### config.mk
export PLATFORM = sky130hd
export DESIGN_NAME = prog_loader
export DESIGN_NICKNAME = d
export VERILOG_FILES = /design/src/rtl/prog_loader.sv
export SDC_FILE = /design/constraint.sdc
export NUM_CORES = 1
export LEC_CHECK = 0
export ABC_AREA = 1
export CAP_MARGIN = 20
export CORE_MARGIN = 10
export CORE_UTILIZATION = 45
export DETAILED_ROUTE_END_ITERATION = 8
export PLACE_DENSITY_LB_ADDON = 0.15
export SYNTH_ARGS = -nofsm -noshare
export SYNTH_HDL_FRONTEND = slang
export SYNTH_SLANG_ARGS = --single-unit
### constraint.sdc
create_clock -name clk -period 2.6 [get_ports clk]
set_input_delay 0.52 -clock clk [delete_from_list [all_inputs] [get_ports clk]]
set_output_delay 0.52 -clock clk [all_outputs]
set_load 0.05 [all_outputs]
### src/rtl/prog_loader.sv
// prog_loader: assembles a length-prefixed big-endian byte stream into 16-bit
// instruction-memory writes, then raises ready (or sticky err on a bad stream).
// Optional running-XOR checksum byte enabled by `define PROG_LOADER_CHECKSUM_EN.
module prog_loader #(
  parameter int                 ADDR_W     = 8,
  parameter logic [ADDR_W-1:0]  START_ADDR = '0
) (
  input  logic              clk,
  input  logic              rst,
  input  logic              in_valid,
  input  logic [7:0]        in_data,
  output logic              in_ready,
  input  logic              load,
  output logic              im_we,
  output logic [ADDR_W-1:0] im_addr,
  output logic [15:0]       im_wdata,
  output logic              ready,
  output logic              err
);

  typedef enum logic [2:0] {
    LEN_HI, LEN_LO, DATA_HI, DATA_LO, DONE, ERR
`ifdef PROG_LOADER_CHECKSUM_EN
    , CSUM
`endif
  } state_t;

  // State reached once the last word (or an empty length) has been accepted.
`ifdef PROG_LOADER_CHECKSUM_EN
  localparam state_t LAST_ST = CSUM;
`else
  localparam state_t LAST_ST = DONE;
`endif

  // Largest legal program length; counter is one bit wider to represent it.
  localparam logic [16:0] MAX_N = 17'(1) << ADDR_W;

  state_t              state_q, state_d;
  logic                in_ready_q, in_ready_d;
  logic                im_we_q, im_we_d;
  logic [ADDR_W-1:0]   im_addr_q, im_addr_d;
  logic [15:0]         im_wdata_q, im_wdata_d;
  logic                ready_q, ready_d;
  logic                err_q, err_d;
  logic [7:0]          len_hi_q, len_hi_d;
  logic [ADDR_W:0]     len_q, len_d;
  logic [ADDR_W:0]     cnt_q, cnt_d;
  logic [7:0]          hi_q, hi_d;
`ifdef PROG_LOADER_CHECKSUM_EN
  logic [7:0]          csum_q, csum_d;
`endif

  logic                hs;
  logic [15:0]         n_full;
  logic [ADDR_W:0]     cnt_next;
  logic                restart;

  assign hs       = in_valid & in_ready_q;
  assign n_full   = {len_hi_q, in_data};
  assign cnt_next = cnt_q + (ADDR_W+1)'(1);
  assign restart  = load & ((state_q == DONE) | (state_q == ERR));

  assign in_ready = in_ready_q;
  assign im_we    = im_we_q;
  assign im_addr  = im_addr_q;
  assign im_wdata = im_wdata_q;
  assign ready    = ready_q;
  assign err      = err_q;

  // State register; reset aborts any load in progress.
  always_ff @(posedge clk) begin
    if (rst) state_q <= LEN_HI;
    else     state_q <= state_d;
  end

  // Next-state logic: every receiving state advances only on a handshake.
  always_comb begin
    state_d = state_q;
    case (state_q)
      LEN_HI:  if (hs) state_d = LEN_LO;
      LEN_LO:  if (hs) begin
                 if ({1'b0, n_full} > MAX_N) state_d = ERR;
                 else if (n_full == 16'd0)    state_d = LAST_ST;
                 else                         state_d = DATA_HI;
               end
      DATA_HI: if (hs) state_d = DATA_LO;
      DATA_LO: if (hs) state_d = (cnt_next == len_q) ? LAST_ST : DATA_HI;
`ifdef PROG_LOADER_CHECKSUM_EN
      CSUM:    if (hs) state_d = (in_data == csum_q) ? DONE : ERR;
`endif
      DONE:    if (load) state_d = LEN_HI;
      ERR:     if (load) state_d = LEN_HI;
      default: state_d = LEN_HI;
    endcase
  end

  // Output and datapath next values; status flags lag their state by one edge.
  always_comb begin
    in_ready_d = (state_d != DONE) && (state_d != ERR);
    im_we_d    = 1'b0;
    im_addr_d  = im_addr_q;
    im_wdata_d = im_wdata_q;
    ready_d    = (state_q == DONE) && !load;
    err_d      = (state_q == ERR) && !load;
    len_hi_d   = len_hi_q;
    len_d      = len_q;
    cnt_d      = cnt_q;
    hi_d       = hi_q;
    if (hs) begin
      case (state_q)
        LEN_HI:  len_hi_d = in_data;
        LEN_LO:  begin
                   len_d = n_full[ADDR_W:0];
                   cnt_d = '0;
                 end
        DATA_HI: hi_d = in_data;
        DATA_LO: begin
                   im_we_d    = 1'b1;
                   im_addr_d  = START_ADDR + cnt_q[ADDR_W-1:0];
                   im_wdata_d = {hi_q, in_data};
                   cnt_d      = cnt_next;
                 end
        default: ;
      endcase
    end
`ifdef PROG_LOADER_CHECKSUM_EN
    csum_d = csum_q;
    if (hs && (state_q == LEN_HI || state_q == LEN_LO ||
               state_q == DATA_HI || state_q == DATA_LO))
      csum_d = csum_q ^ in_data;
    if (restart) csum_d = 8'd0;
`endif
  end

  // Datapath and registered outputs.
  always_ff @(posedge clk) begin
    if (rst) begin
      in_ready_q <= 1'b0;
      im_we_q    <= 1'b0;
      im_addr_q  <= '0;
      im_wdata_q <= '0;
      ready_q    <= 1'b0;
      err_q      <= 1'b0;
      len_hi_q   <= '0;
      len_q      <= '0;
      cnt_q      <= '0;
      hi_q       <= '0;
`ifdef PROG_LOADER_CHECKSUM_EN
      csum_q     <= '0;
`endif
    end else begin
      in_ready_q <= in_ready_d;
      im_we_q    <= im_we_d;
      im_addr_q  <= im_addr_d;
      im_wdata_q <= im_wdata_d;
      ready_q    <= ready_d;
      err_q      <= err_d;
      len_hi_q   <= len_hi_d;
      len_q      <= len_d;
      cnt_q      <= cnt_d;
      hi_q       <= hi_d;
`ifdef PROG_LOADER_CHECKSUM_EN
      csum_q     <= csum_d;
`endif
    end
  end

endmodule

Word-level counts from Yosys, hierarchy flattened. Index checks and enable logic that the tools add are counted.

Logic and storage cells: 48. Flip-flop bits (word level): 65. Output and inout bits: 28.

Reductions and logical operators: 14. Bitwise logic cells: 2. $lt $le $gt $ge: 1. Equality and inequality tests: 8. Add/sub/neg operators: 1. Mux-type cells: 11.

Operators by type and width (count): $mux 3 (8); $pmux 9 s2 (1); $gt 16x9->1 const B (1); $logic_not 16->1 (1); $pmux 3 s5 (1); $reduce_and 2->1 (5); $add 9x1->9 const B (1); $eq 9x9->1 (1); $eq 3x2->1 const B (2); $eq 3x3->1 const B (2); $ne 3x3->1 const B (2); $reduce_or 2->1 (2); $eq 3x1->1 const B (1); $logic_and 1x1->1 (3); $logic_not 3->1 (1); $reduce_bool 2->1 (1); $and 1x1->1 (1); $logic_not 1->1 (1); $mux 1 (1); $not 1->1 (1).

Longest topological paths before layout. Gate-level depths: netlist (run 1).

Depth after elaboration: 7. Depth in mapped cells: 12.

Worst setup path after synthesis (run 1). Ideal clock, no wire load.

Path kind: register to register. Start: register in_ready_q (netlist: in_ready). End: register hi_q[5]. Setup time: 0.070 ns. Required time: 2.530 ns. Stages on the path, launching flop included: 8. Buffers on the path: 1. Arrival time: 1.613 ns. Setup slack: 0.917 ns. Path through: dfxtp_1 -> nand2_1 -> inv_1 -> nand3_2 -> nor2_1 -> buf_2 -> o21ai_0 -> a21oi_1.

Longest elaborated chain between the ends: 2.

RTL lines: from (decl) (line 39) `logic in_ready_q, in_ready_d;`; from (signal assigned) (line 152) `in_ready_q <= in_ready_d;`; $and 1x1->1 (line 58) `assign hs = in_valid & in_ready_q;`; $reduce_and 2->1 (no source line); to (signal assigned) (line 161) `hi_q <= hi_d;`; to (decl) (line 48) `logic [7:0] hi_q, hi_d;`.

No other way between the ends. A chain may end at the register's enable or synchronous reset.

Worst setup path in the final report (run 1).
Start: register im_addr_q[7] (netlist: im_addr[7]). End: output im_addr[7].

RTL lines: from (decl) (line 41) `logic [ADDR_W-1:0] im_addr_q, im_addr_d;`; from (signal assigned) (line 154) `im_addr_q <= im_addr_d;`; to (decl) (line 15) `output logic [ADDR_W-1:0] im_addr,`.

No word-level cell between the ends.

==> impl_results.md, run 1 <==
* Core area at roughly 5900 um2
* CTS tree: yes
* Post-CTS setup buffer count at 0
* I/O pin total at 40
* Max Cap Viol at 0
* CP Cell Sequence: clkdlybuf4s50_1
* Period utilization at between 70% and 80%
* Leakage at 1.336 nW
* Most common cell after layout, fill and taps aside: dfxtp_1
* Die Y at about 97 um
* GRT overflow at 0
* Fin nets at about 410
* Vias in the first global route at roughly 2300
* Crit-path max cell delay at a little over 800 ps
* CP delay by family, top: buffers and inverters
* Area post-placement at ~3100 um2
* #FFs+latches synth at 65
* Port bufs at 39
* H-Tree Depth at 3
* Hold Buf Count CTS at 0
* First-pass GRT wire length at 10.86 mm
* Setup TNS at 0 ps
* Setup-failing EPs final at 0
* Worst Setup Start Kind: flip-flop
* Syn-to-layout area delta at 25.11%
* Clk slew on worst S/H paths at roughly 70 ps
* Pre-Repair DR Iteration Count at 4
* Post-Synthesis Cells at 358
* Synth Cell Area at approximately 2700 um2
* Final Util at a little under three fifths
* Root Buffer: clkbuf_8
* Iteration-0 DRC Markers at approximately 140
* Die Footprint at approximately 9400 um2
* Placed cells at 465
* Max Slew Vio Count at 0
* Min Tclk post-route at approximately 2000 ps
* Post-CTS sizing at 0
* CTS Buf Count at 9
* Drc violations at 0
* Row count at 28
* Clock Sink Count at between 60 and 70
* Crit path required time at 2080 ps
* Initial antenna violation count at 0
* Max Root-Sink Buffers at 2
* Worst skew pair latency at 350 ps
* CP Class: reg -> out
* Design Area, Final at between 3000 and 4000 um2
* Net Count, Synth at around 370
* Total power at 2.018 mW
* Slew margin rel. at ~66%
* Routability cong. at 0.8304
* Worst IR Drop VDD at about 0.0004 V
* Initial core utilization at approximately 46%
* Tot GR Track Use at roughly 14%
* Layout Cells excl Fill at 481
* DRT antenna net count at 0
* Outcome: finished clean
* Arr. time, crit path at 1510 ps
* Final WL at between 6 and 7 mm
* Die extent in x at 97.05 um
* Crit-path slowest cell: clkdlybuf4s50_1
* Sequential share of the synthesized area at about half
* Crit end category: output pin
* Layout cells sized above 1 at approximately a tenth
* Yosys warns at 0
* Largest net degree at the start of global routing at between 50 and 60
* Crit Path Max Fanout at 2
* Via total after detailed routing at between 2000 and 2500
* Hold Fails Final Rpt at 0
* Worst Max-Slew Pin Slew at just over 500 ps
* WL per Instance at roughly 13 um
* Power per cell area at approximately 600 nW/um2
* Skew final at between 5 and 6 ps
* DP Wirelength at 4.577 mm
* Syn_area_per_cell at approximately 7.5 um2
* Hold WC Path Type: reg -> reg
* Register-to-register path setup slack at around 800 ps
* Antenna Cells at 0
* Bufs and invs on worst path at 1
* Unique masters post-synth at 28
* RSZ-0062 raised after global routing: false
* Most frequent cells in the layout: dfxtp_1, nand2_1, o21ai_0, a21oi_1, nor2_1
* Max Clk Rate at just under 500 MHz
* DR vias/cell at about 4.9
[cells in the mapped netlist]
library cell | instances | area [um2]
nand4_1 | 1 | 6.260
a41oi_1 | 1 | 8.760
clkbuf_1 | 7 | 26.28
nand3_1 | 25 | 125.1
o21ai_2 | 1 | 8.760
buf_1 | 1 | 3.750
o21bai_2 | 1 | 11.26
dfxtp_1 | 65 | 1301
xnor2_1 | 1 | 8.760
or2_1 | 1 | 6.260
nand4_2 | 1 | 12.51
nor2_2 | 4 | 25.02
o21ai_0 | 51 | 255.2
inv_2 | 3 | 11.26
nand2_1 | 54 | 202.7
ha_1 | 1 | 12.51
a21oi_2 | 1 | 8.760
a21oi_1 | 47 | 235.2
buf_2 | 5 | 25.02
nand3_2 | 2 | 20.02
inv_1 | 29 | 108.9
xor2_1 | 1 | 8.760
a21o_1 | 1 | 7.510
nor3_1 | 6 | 30.03
nor2_4 | 1 | 11.26
nand2_2 | 1 | 6.260
buf_4 | 3 | 22.52
nor2_1 | 43 | 161.4
[path summary, 6_finish.rpt]
| path | from | depth (start not counted) | endpoint |
|---|---|---|---|
| worst max register to register | cnt_q[0] | 10 | state_q[1] |
| worst max-delay path | im_addr[7] | 1 | im_addr[7] |
| worst min register to register | len_q[6] | 2 | len_q[6] |
| worst min-delay path | len_q[6] | 2 | len_q[6] |
[cell families after synthesis]
logic type | share of synthesized area, %
flops | 48.71
compound gates | 20.05
xor+xnor | 0.6559
buf+inv | 7.400
fa+ha+maj | 0.4683
simple gates | 22.72
[layer usage]
metal / wire length (um) / vias up / GRT usage, %
li1: - / 1268 / -
met1: 3048 / 1062 / 16.30
met2: 3048 / 28 / 22.12
met3: 273 / 11 / 5.334
met4: 116 / 0 / 5.675
met5: 0 / - / 0
[metrics by stage]
stage	hold slack, ps	worst slack, ps
floorplan	437.4	916.9
global placement	459.2	561.8
detailed placement	464.2	505.0
CTS	474.4	555.5
global route	496.9	505.2
finish	472.6	567.3
[sequential cells by signal (all words and copies together), names as in the netlist]
| name | flops |
|---|---|
| im_wdata | 16 |
| cnt_q | 9 |
| len_q | 9 |
| hi_q | 8 |
| im_addr | 8 |
| len_hi_q | 8 |
| state_q | 3 |
| err | 1 |
| im_we | 1 |
| in_ready | 1 |
| ready | 1 |
[where the power goes]
part	switching (mW)	total (mW)	internal [mW]	leakage, nW
clock	0.400	0.865	0.466	0.0953
combinational	0.0774	0.126	0.0484	0.715
sequential	0.0121	1.03	1.02	0.526
total	0.489	2.02	1.53	1.34
[final cells by class]
| cell class | instances | area [um2] |
|---|---|---|
| clock inverter | 5 | 55.05 |
| sequential | 65 | 1301 |
| tap | 75 | 93.84 |
| clock buffer | 11 | 141.4 |
| multi-input combinational | 245 | 1172 |
| inverter | 32 | 120.1 |
| timing repair buffer | 48 | 457.9 |
| fill | 560 | 2509 |
Note: power is estimated with default switching activity, not from simulation.
==> inputs of run 2 (changes only) <==
==> constraint.sdc (replaced) <==
create_clock -name clk -period 1.88 [get_ports clk]
set_input_delay 0.376 -clock clk [delete_from_list [all_inputs] [get_ports clk]]
set_output_delay 0.376 -clock clk [all_outputs]
set_load 0.05 [all_outputs]
==> impl_results.md, run 2 (synthesized netlist as in run 1, its figures left out) <==
* Hold WC Path Type: reg -> reg (unchanged)
* Largest net degree at the start of global routing at 45 (was 51)
* Hold path start: len_q[5] (was len_q[6])
* Max Root-Sink Buffers at 2 (unchanged)
* Skew final at 5.673 ps (was 5.654 ps)
* Crit Path Max Fanout at 1 (was 2)
* I/O pin total at 40 (unchanged)
* CTS tree: yes (unchanged)
* RR Endpoint: in_ready (was state_q[1])
* CTS Buf Count at 9 (unchanged)
* Hold Buf Count CTS at 0 (unchanged)
* CP Depth at 1 (unchanged)
* Most common cell after layout, fill and taps aside: dfxtp_1 (unchanged)
* Leakage at 1.469 nW (was 1.336 nW)
* Hold Crit Depth at 2 (unchanged)
* Vias in the first global route at 2399 (was 2250)
* DR vias/cell at 4.994 (was 4.925)
* Min Tclk post-route at 1810 ps
* Fin nets at 425 (was 414)
* Crit path required time at 1500 ps (was 2080 ps)
* Setup-failing EPs final at 0 (unchanged)
* Final WL at 6.540 mm (was 6.486 mm)
* Syn-to-layout area delta at 27.49% (was 25.11%)
* Post-CTS setup buffer count at 0 (unchanged)
* Clk slew on worst S/H paths at 70 ps (about the same)
* Post-CTS sizing at 1 (was 0)
* M1 wire length at 3.104 mm (was 3.048 mm)
* Placed cells at 476 (was 465)
* Crit-path slowest cell: clkdlybuf4s50_1 (unchanged)
* Arr. time, crit path at 1430 ps (was 1510 ps)
* DRT antenna net count at 0 (unchanged)
* Slew margin rel. at 66.71% (was 65.71%)
* GRT overflow at 0 (unchanged)
* Register-to-register path setup slack at 190 ps (was 800 ps)
* Bufs and invs on worst path at 1 (unchanged)
* Drc violations at 0 (unchanged)
* CP Cell Sequence: clkdlybuf4s50_1 (unchanged)
* Via total after detailed routing at 2447 (was 2369)
* Die extent in x at 97.05 um (unchanged)
* Crit end category: output pin (unchanged)
* H-Tree Depth at 3 (unchanged)
* RSZ-0062 raised after global routing: false (unchanged)
* R2R depth at 10 (unchanged)
* Period utilization at between 90 and 100%
* CP Class: reg -> out (unchanged)
* Layout cells sized above 1 at 17.83% (was 9.606%)
* Top Metal Used: met4 (unchanged)
* Met3 WL at 213 um (was 273 um)
* Setup TNS at 0 ps (unchanged)
* Initial core utilization at 45.66% (unchanged)
* Hold Fails Final Rpt at 0 (unchanged)
* Row count at 28 (unchanged)
* Worst IR Drop VDD at 0.0006133 V (was 0.0003914 V)
* Outcome: finished clean (unchanged)
* First-pass GRT wire length at 11.31 mm (was 10.86 mm)
* Worst Max-Slew Pin Slew at 497.8 ps (was 512.8 ps)
* WHS at 474.2 ps (was 472.6 ps)
* Most frequent cells in the layout: dfxtp_1, nand2_1, o21ai_0, a21oi_1 (was dfxtp_1, nand2_1, o21ai_0, a21oi_1, nor2_1)
* Routability cong. at 0.8621 (was 0.8304)
* Power per cell area at 858.6 nW/um2 (was 603.9 nW/um2)
* Worst Setup Start Kind: flip-flop (unchanged)
* Worst skew pair latency at 340 ps (was 350 ps)
* Root Buffer: clkbuf_8 (unchanged)
* RR Startpoint: cnt_q[0] (unchanged)
* Pre-Repair DR Iteration Count at 4 (unchanged)
* Crit-path max cell delay at 790 ps (was 810 ps)
* Core area at 5851 um2 (unchanged)
* CP delay by family, top: buffers and inverters (unchanged)
* Max Cap Viol at 0 (unchanged)
* Iteration-0 DRC Markers at 142 (was 135)
* Max Clk Rate at about 550 MHz
* Die Footprint at 9418 um2 (unchanged)
* Initial antenna violation count at 0 (unchanged)
* WHS Endpoint: len_q[5] (was len_q[6])
* Final Util at 58.21% (was 57.12%)
* DP Wirelength at 4.715 mm (was 4.577 mm)
* Largest register FFs at 16 (unchanged)
* Routed wl met2 at 3.116 mm (was 3.048 mm)
* Tot GR Track Use at 14.19% (was 13.88%)
* Die Y at 97.05 um (unchanged)
* WL per Instance at 13.35 um (was 13.48 um)
* Layout Cells excl Fill at 490 (was 481)
* Port bufs at 39 (unchanged)
* Max Slew Vio Count at 0 (unchanged)
* Clock Sink Count at 65 (unchanged)
* Antenna Cells at 0 (unchanged)
## run 2: cell count changes in the layout (fill, tap and decap cells not counted), sizes merged
cell / previous run / this run
buf: 9 / 45
clkdlybuf4s50: 39 / 13
clkinvlp: 2 / 0
bufinv: 1 / 2
clkinv: 2 / 1
dlygate4sd2: 0 / 1
## run 2: power by group
| group | total [mW] | switching [mW] | leakage, nW | internal [mW] |
|---|---|---|---|---|
| Combinational | 0.189 | 0.109 | 0.832 | 0.0800 |
| Sequential | 1.42 | 0.0163 | 0.526 | 1.40 |
| Clock | 1.31 | 0.512 | 0.111 | 0.802 |
| Total | 2.92 | 0.637 | 1.47 | 2.29 |
## run 2: how the worst max path moves through the flow
stage | slack, ps | to | from
floorplan | 200 | hi_q[5] | in_ready
CTS | 50 | err | err
global placement | 90 | in_ready | in_data[7]
global route | 20 | in_ready | cnt_q[0]
finish | 70 | err | err
detailed placement | 30 | in_ready | in_data[7]
## run 2: worst min-delay path: cells and delay by family (launching register included)
kind | cells | cell delay [ps]
AOI/OAI and AO/OA | 1 | 50
buffers and inverters | 1 | 70
DFF | 1 | 310
## run 2: stage by stage
stage / worst slack (ps) / power [mW] / cell area (um2)
2_1_floorplan: 196.9 / 1.558 / 2671
3_3_place_gp: 86.80 / 1.638 / 3191
5_1_grt: 23.51 / 3.027 / 3406
6_report: 69.52 / 2.924 / 3406
3_5_place_dp: 26.06 / 1.640 / 3191
4_1_cts: 51.51 / 2.945 / 3406
## run 2: cell type report
| cell class | instances | area [um2] |
|---|---|---|
| Fill cell | 540 | 2445 |
| Sequential cell | 65 | 1301 |
| Multi-Input combinational cell | 245 | 1172 |
| Timing Repair Buffer | 59 | 501.7 |
| Clock buffer | 11 | 151.4 |
| Inverter | 32 | 120.1 |
| Tap cell | 75 | 93.84 |
| Clock inverter | 3 | 65.06 |
## run 2: routing by layer
| metal | vias to the layer above | track usage [%] |
|---|---|---|
| met5 | - | 0 |
| met4 | 0 | 7.037 |
| met3 | 11 | 3.272 |
| met2 | 31 | 23.30 |
| met1 | 1116 | 16.89 |
| li1 | 1289 | - |
